**src/rtl/pipe_stage_reg.sv**
```systemverilog
// ---------------------------------------------------------------------------
// pipe_stage_reg
//
// Generic inter-stage pipeline register with a valid/ready handshake,
// synchronous flush and an optional two-entry skid buffer. It replaces the
// fixed enable/flush stage registers (IF/ID, ID/EX, EX/MEM, MEM/WB). Stalls
// are expressed by the downstream ready signal instead of a global enable.
//
// Build option:
//   PIPE_STAGE_SKID_EN defined   : main + skid register, in_ready registered,
//                                  occupancy 0..2.
//   PIPE_STAGE_SKID_EN undefined : main register only, in_ready derived
//                                  combinationally from out_ready,
//                                  occupancy 0..1.
//
// Ports:
//   CLK        in   clock, rising edge
//   nRST       in   asynchronous active-low reset
//   flush      in   synchronous squash of every held entry
//   in_valid   in   upstream presents in_data
//   in_ready   out  stage accepts a payload this cycle
//   in_data    in   upstream payload [WIDTH-1:0]
//   out_valid  out  stage presents out_data
//   out_ready  in   downstream accepts out_data this cycle
//   out_data   out  payload presented downstream (0 when out_valid = 0)
//   occupancy  out  number of held entries
// ---------------------------------------------------------------------------
module pipe_stage_reg #(
   parameter int WIDTH = 64
) (
   input  logic             CLK,
   input  logic             nRST,
   input  logic             flush,
   input  logic             in_valid,
   output logic             in_ready,
   input  logic [WIDTH-1:0] in_data,
   output logic             out_valid,
   input  logic             out_ready,
   output logic [WIDTH-1:0] out_data,
   output logic [1:0]       occupancy
);

`ifdef PIPE_STAGE_SKID_EN
   typedef enum logic [1:0] {EMPTY = 2'd0, ONE = 2'd1, TWO = 2'd2} state_t;
`else
   typedef enum logic [1:0] {EMPTY = 2'd0, ONE = 2'd1} state_t;
`endif

   state_t           state_q, state_d;
   logic [WIDTH-1:0] main_q, main_d;
   logic             push, pop;

`ifdef PIPE_STAGE_SKID_EN
   logic [WIDTH-1:0] skid_q, skid_d;
   logic             in_ready_q, in_ready_d;

   // Registered ready: computed from the next state so it is already correct
   // in the cycle the skid fills or drains.
   assign in_ready = in_ready_q;
`else
   // Without a skid slot the stage can only take a new payload when it is
   // empty or its current payload leaves in the same cycle.
   assign in_ready = (state_q == EMPTY) || out_ready;
`endif

   assign out_valid = (state_q != EMPTY);
   // main_q is cleared whenever the stage empties, so out_data is 0 when idle.
   assign out_data  = main_q;
   assign occupancy = 2'(state_q);

   assign push = in_valid && in_ready;
   assign pop  = out_valid && out_ready;

   // ---- next-state / datapath selection ----
   always_comb begin
      state_d = state_q;
      main_d  = main_q;
`ifdef PIPE_STAGE_SKID_EN
      skid_d  = skid_q;
`endif
      if (flush) begin
         // Flush wins over any handshake in the same cycle.
         state_d = EMPTY;
         main_d  = '0;
`ifdef PIPE_STAGE_SKID_EN
         skid_d  = '0;
`endif
      end else begin
         case (state_q)
            EMPTY: begin
               if (push) begin
                  state_d = ONE;
                  main_d  = in_data;
               end
            end
            ONE: begin
               if (push && pop) begin
                  main_d = in_data;
               end else if (pop) begin
                  state_d = EMPTY;
                  main_d  = '0;
`ifdef PIPE_STAGE_SKID_EN
               end else if (push) begin
                  state_d = TWO;
                  skid_d  = in_data;
`endif
               end
            end
`ifdef PIPE_STAGE_SKID_EN
            TWO: begin
               // in_ready is low here, so only a pop can happen.
               if (pop) begin
                  state_d = ONE;
                  main_d  = skid_q;
                  skid_d  = '0;
               end
            end
`endif
            default: begin
               state_d = EMPTY;
               main_d  = '0;
            end
         endcase
      end
   end

`ifdef PIPE_STAGE_SKID_EN
   assign in_ready_d = (state_d != TWO);
`endif

   // ---- state registers ----
   always_ff @(posedge CLK or negedge nRST) begin
      if (!nRST) begin
         state_q    <= EMPTY;
         main_q     <= '0;
`ifdef PIPE_STAGE_SKID_EN
         skid_q     <= '0;
         in_ready_q <= 1'b1;
`endif
      end else begin
         state_q    <= state_d;
         main_q     <= main_d;
`ifdef PIPE_STAGE_SKID_EN
         skid_q     <= skid_d;
         in_ready_q <= in_ready_d;
`endif
      end
   end

endmodule

```
**config.mk**
```make
export PLATFORM = sky130hd
export DESIGN_NAME = pipe_stage_reg
export DESIGN_NICKNAME = d
export VERILOG_FILES = /design/src/rtl/pipe_stage_reg.sv
export SDC_FILE = /design/constraint.sdc
export NUM_CORES = 1
export LEC_CHECK = 0
export ABC_CLOCK_PERIOD_IN_PS = 1800
export BUFFER_PORTS_ARGS = -buffer_cell sky130_fd_sc_hd__buf_2
export CORE_MARGIN = 2
export CORE_UTILIZATION = 50
export DETAILED_ROUTE_END_ITERATION = 16
export PLACE_DENSITY = 0.81
export SLEW_MARGIN = 20
export SYNTH_ARGS = -nofsm -noshare
export SYNTH_HDL_FRONTEND = slang
export SYNTH_SLANG_ARGS = --single-unit
```
**constraint.sdc**
```tcl
create_clock -name CLK -period 1.8 [get_ports CLK]
set_input_delay 0.09 -clock CLK [delete_from_list [all_inputs] [get_ports CLK]]
set_output_delay 0.09 -clock CLK [all_outputs]
set_load 0.005 [all_outputs]
```
==> results of run 1 <==
## per-layer routing
metal	share of wire (%)	vias to the layer above	routed length [um]	track usage, %
li1	-	1430	-	-
met1	41	1601	3860	29.9
met2	50	139	4700	39.1
met3	6.8	11	632	4.62
met4	1.3	0	119	7.73
met5	0	-	0	0
## synthesized netlist by cell type, drive strengths merged
| cell type | n |
|---|---|
| nor2 | 66 |
| dfrtp | 65 |
| a222oi | 64 |
| mux2 | 64 |
| buf | 18 |
| clkbuf | 18 |
| inv | 2 |
| and2 | 1 |
| conb | 1 |
| nor2b | 1 |
## final cells by class
class,instances,share of cell area [%]
Clock inverter,2,0.759
Multi-Input combinational cell,197,39.4
Sequential cell,65,35.2
Timing Repair Buffer,145,18.0
Inverter,2,0.217
Clock buffer,14,3.74
Tap cell,99,2.68
## cell families after synthesis
family	count (synthesis)	synth area share (%)
flip-flops	65	44.7
other	1	0.103
AO/OA/AOI/OAI	64	17.6
buffers and inverters	38	5.67
multiplexers	64	24.8
AND/OR/NAND/NOR	68	7.15
## through the flow
step           instance area (um^2)  instances
2_1_floorplan                  3640        300
3_3_place_gp                   4400        507
3_5_place_dp                   4400        507
4_1_cts                        4610        524
5_1_grt                        4620        524
6_report                       4620        524
## repair_timing
action                                 in CTS  in global routing
gates resized for setup                     0                  2
setup buffers                               0                  0
hold buffers                                1                  0
setup endpoints to repair                   0                  3
endpoints found under the hold margin      65                  0
## worst register-to-register path, delay by kind of cell, from the launching register on
kind,cells,cell delay [ns]
flip-flops,1,0.42
AND/OR/NAND/NOR,2,0.51
AO/OA/AOI/OAI,1,0.14
buffers and inverters,1,0.32
## path summary, 6_finish.rpt
kind                              start           end  slack, ns
max                        occupancy[0]  out_data[42]       0.33
min                         in_data[14]  out_data[14]       0.03
max reg2reg                occupancy[0]  out_data[42]       0.33
min reg2reg                out_data[50]  out_data[50]       0.57
max in group asynchronous          nRST  out_data[38]       1.19
min in group asynchronous          nRST  out_data[58]       0.27
## power groups by stage
stage / Clock, mW / Combinational, mW / Sequential, mW
2_1_floorplan: 0 / 0.482 / 1.68
3_3_place_gp: 0 / 0.782 / 1.67
3_5_place_dp: 0 / 0.808 / 1.68
4_1_cts: 1.32 / 0.814 / 1.65
5_1_grt: 1.39 / 0.886 / 1.67
6_report: 1.30 / 0.810 / 1.66
## flip-flops by register name, summed over array words and instances, names as in the netlist
register,cells
occupancy,1
out_data,64
==> out/metrics.yaml, run 1 <==
crit_arrival_ns: 1.72
route.detailed.drc: 0
p_comb_share_pct: 21.5
clk_latency_ns: 0.34
grt_pass1_vias: 3014
drt-total-wl_mm: 9.31
critPathRequiredTime_ns: 2.05
start_kind: "flop"
synth_top_area_share_pct: 44.7
p_leak_nw: 2.43
hold_ws_ns: 0.0332
die-area_um2: 7980
irDropWorstVdd_uv: 460
gp_congestion: 0.744
dpl_worst_slack_ns: 0.125
clk_pin_slew_worst_paths_ns: 0.07
final-max-slew-violation-count: 0
diodes: 0
cpLargestDelayFamily: "simple AND/OR/NAND/NOR gates"
cp_slowest_cell: "dfrtp_1"
p_sw_share_pct: 26.7
hold_depth: 3
ios: 137
max_freq_mhz: 680
seq_area_frac_synth_pct: 44.7
multi_input_area_um2: 1820
yosys.area.top_type: "dfrtp_1"
grt_pass1_wl_mm: 14.4
hold_class: "in2reg"
final_layout_size_suffix_gt1_share_pct: 52.9
setup_violations: 0
final_common_cell: "buf_2"
maxSlewHeadroom_pct: 56.5
wire_per_inst_um: 17.8
htreeDepth: 3
finalCriticalPeriod_ns: 1.47
cp_slowest_stage_delay_ns: 0.42
worstMarginPinSlew_ns: 0.653
cts_tree: "done"
numCtsBuffers: 9
endpoint_kind: "flop"
rsz0062_at_grt: "no"
p_sw_mw: 1.01
cellPowerDensity_nw_per_um2: 816
crit_cells: 4
fin_ws_ns: 0.329
clock_sink_count: 65
reg2reg_depth: 4
final_util_pct: 64.7
crit_type: "reg2reg"
hold_viol_final: 0
netlist_instances: 300
io_buffers: 135
syn_area_per_cell_um2: 12.1
cts-root-buf: "clkbuf_8"
regArea_um2: 1630
p_seq_share_pct: 44.0
fp.dieW_um: 89.4
antenna_found_initial: 0
globalRouteTotalUtil_pct: 23.2
drv_cap: 0
tns_ns: 0
vias_per_cell: 6.07
start_util_pct: 51.0
ys_types: 15
grt_overflow: 0
p_clk_share_pct: 34.5
drt_iter0_drc: 486
post-route-period-util_pct: 81.7
crit_buf_inv: 1
status: "finished, final reports clean"
via_count: 3181
mostFrequentLayoutCells: "buf_2, nor2_1, dfrtp_1, a222oi_1, mux2_4"
first_pass_iters: 9
grt_max_degree: 66
finClkSkew_ns: 0.00922
area.growth.synth_to_final_pct: 26.8
yosys_warnings: 0
final_nets: 489
path_max_fanout: 21
ys_top_cells_by_area: "dfrtp_1, mux2_4, a222oi_1"
hpwl_mm: 6.01
rows: 31
fill_cells: 602
syn-num-nets: 369
core-area_um2: 7140
ys_ff_latch: 65
dieHeight_um: 89.4
finalPower_mw: 3.77
clock_path_buffers: 2
ant_nets: 0
path_cells: "nor2b_4 > buf_4 > a222oi_1 > nor2_1"
p_int_mw: 2.76
synth.cell_area_um2: 3640
Power figures use the tool's default switching activity.
==> run 2: changes to the inputs <==
--- a/config.mk
+++ b/config.mk
@@ -5,12 +5,12 @@
 export SDC_FILE = /design/constraint.sdc
 export NUM_CORES = 1
 export LEC_CHECK = 0
-export ABC_CLOCK_PERIOD_IN_PS = 1800
+export ABC_CLOCK_PERIOD_IN_PS = 1200
 export BUFFER_PORTS_ARGS = -buffer_cell sky130_fd_sc_hd__buf_2
 export CORE_MARGIN = 2
-export CORE_UTILIZATION = 50
+export CORE_UTILIZATION = 45
 export DETAILED_ROUTE_END_ITERATION = 16
-export PLACE_DENSITY = 0.81
+export PLACE_DENSITY = 0.77
 export SLEW_MARGIN = 20
 export SYNTH_ARGS = -nofsm -noshare
 export SYNTH_HDL_FRONTEND = slang
==> constraint.sdc (replaced) <==
create_clock -name CLK -period 1.2 [get_ports CLK]
set_input_delay 0.06 -clock CLK [delete_from_list [all_inputs] [get_ports CLK]]
set_output_delay 0.06 -clock CLK [all_outputs]
set_load 0.005 [all_outputs]
==> run 2 against run 1 <==
Net effect:
- the run now ends with setup timing left
- setup slack lost 0.48 ns
- sequential share of layout area shrank 2.1 points
- first-iteration DRC count shrank 17%
- global-route usage shrank 0.96 points
- sequential cell count is the same
- via count grew 3.9%
==> out/metrics.yaml, run 2 (synthesis results as in run 1) <==
status: "finished, violations left"
violations: "setup timing"
start_kind: "flop"
numCtsBuffers: 9
htreeDepth: 3
r2r-start: "occupancy[0]"
fin_ws_ns: -0.156
place_area_um2: 4510
ant_nets: 0
wire_per_inst_um: 18.4
clock_sink_count: 65
finClkSkew_ns: 0.00935
mostFrequentLayoutCells: "buf_2, nor2_1, dfrtp_1, a222oi_1, mux2_4"
post-route-period-util_pct: 113
finalCriticalPeriod_ns: 1.36
min-delay-start: "in_data[49]"
grt_pass1_vias: 3364
endpoint_kind: "flop"
first_pass_iters: 7
fin_cells: 543
rows: 32
final-max-slew-violation-count: 0
fill_cells: 643
clk_latency_ns: 0.32
grt_pass1_wl_mm: 15.6
p_int_mw: 3.97
crit_start: "occupancy[0]"
hpwl_mm: 6.24
multi_input_area_um2: 1820
regArea_um2: 1630
antenna_found_initial: 0
hold_viol_final: 0
p_seq_share_pct: 44.9
start_util_pct: 46.9
io_buffers: 135
globalRouteTotalUtil_pct: 22.2
p_clk_share_pct: 30.6
final_nets: 505
critPathRequiredTime_ns: 1.40
crit_type: "reg2reg"
largest_reg_flops: 64
route.detailed.drc: 0
diodes: 0
area.growth.synth_to_final_pct: 34.9
p_comb_share_pct: 24.5
clk_pin_slew_worst_paths_ns: 0.08
final_layout_size_suffix_gt1_share_pct: 54.6
gp_congestion: 0.722
p_sw_mw: 1.55
vias_per_cell: 6.09
path_max_fanout: 8
cellPowerDensity_nw_per_um2: 1130
irDropWorstVdd_uv: 657
grt_overflow: 0
clock_path_buffers: 2
drt_iter0_drc: 402
core-area_um2: 7770
via_count: 3306
grt_max_degree: 66
hold_class: "in2reg"
die-area_um2: 8830
fp.dieW_um: 94.0
cts-root-buf: "clkbuf_8"
crit_arrival_ns: 1.56
final_common_cell: "buf_2"
ios: 137
setup_violations: 54
drv_cap: 0
drt-total-wl_mm: 9.97
cts_tree: "done"
placed_cells: 516
p_sw_share_pct: 28.1
max_freq_mhz: 738
rsz0062_at_grt: "yes"
dieHeight_um: 94.0
p_leak_nw: 2.56
stdcell_area_um2: 4910
-- run 2: final timing paths --
check | slack, ns | depth (start not counted) | to
setup / recovery | -0.16 | 5 | out_data[17]
hold / removal | 0.01 | 3 | out_data[49]
setup reg to reg | -0.16 | 5 | out_data[17]
hold reg to reg | 0.57 | 2 | out_data[33]
max in group asynchronous | 0.67 | 3 | out_data[10]
min in group asynchronous | 0.27 | 3 | out_data[54]
-- run 2: layout make-up --
| class | instances | area share (%) |
|---|---|---|
| multi-input cells | 197 | 37.0 |
| clock inverters | 4 | 0.560 |
| well taps | 102 | 2.60 |
| repair buffers | 161 | 23.3 |
| clock buffers | 12 | 3.16 |
| flip-flops and latches | 65 | 33.1 |
| inverters | 2 | 0.306 |
-- run 2: worst max-delay path, stage by stage (launching register included) --
cell and delay, ns:
dfrtp_1 0.38, nor2b_4 0.15, buf_8 0.14, clkbuf_16 0.16, a222oi_1 0.34, nor2_1 0.07
-- run 2: repair_timing --
action,in CTS,in global routing
hold endpoints to repair,66,0
cloned,4,2
setup endpoints to repair,59,67
setup buffers,4,1
pin swaps,18,26
gates resized for setup,8,3
hold buffers,2,0
-- run 2: through the flow --
step	setup TNS [ns]	total power [mW]	worst slack (ns)	hold slack, ns	utilization (%)
3_5_place_dp	-1.54	3.78	-0.0964	0.0869	58.0
4_1_cts	-4.30	5.55	-0.137	0.000945	62.6
2_1_floorplan	-3.43	3.25	-0.0692	-0.236	-
6_report	-4.29	5.53	-0.156	0.0123	63.2
3_3_place_gp	-0.365	3.73	-0.0608	0.0740	58.0
5_1_grt	-8.22	5.79	-0.206	0.00898	63.2
-- run 2: power groups by stage --
stage	sequential (mW)	clock [mW]	combinational (mW)
after floorplan	2.52	0	0.734
after global placement	2.51	0	1.22
after detailed placement	2.51	0	1.26
after CTS	2.48	1.73	1.35
after global routing	2.50	1.82	1.48
final	2.48	1.69	1.36
-- run 2: per-layer routing --
layer	vias to the layer above	GRT usage (%)	routed length, um
met5	-	0	0
met4	0	5.68	70
met3	8	4.90	761
met2	150	39.0	5000
met1	1677	27.7	4140
li1	1471	-	-
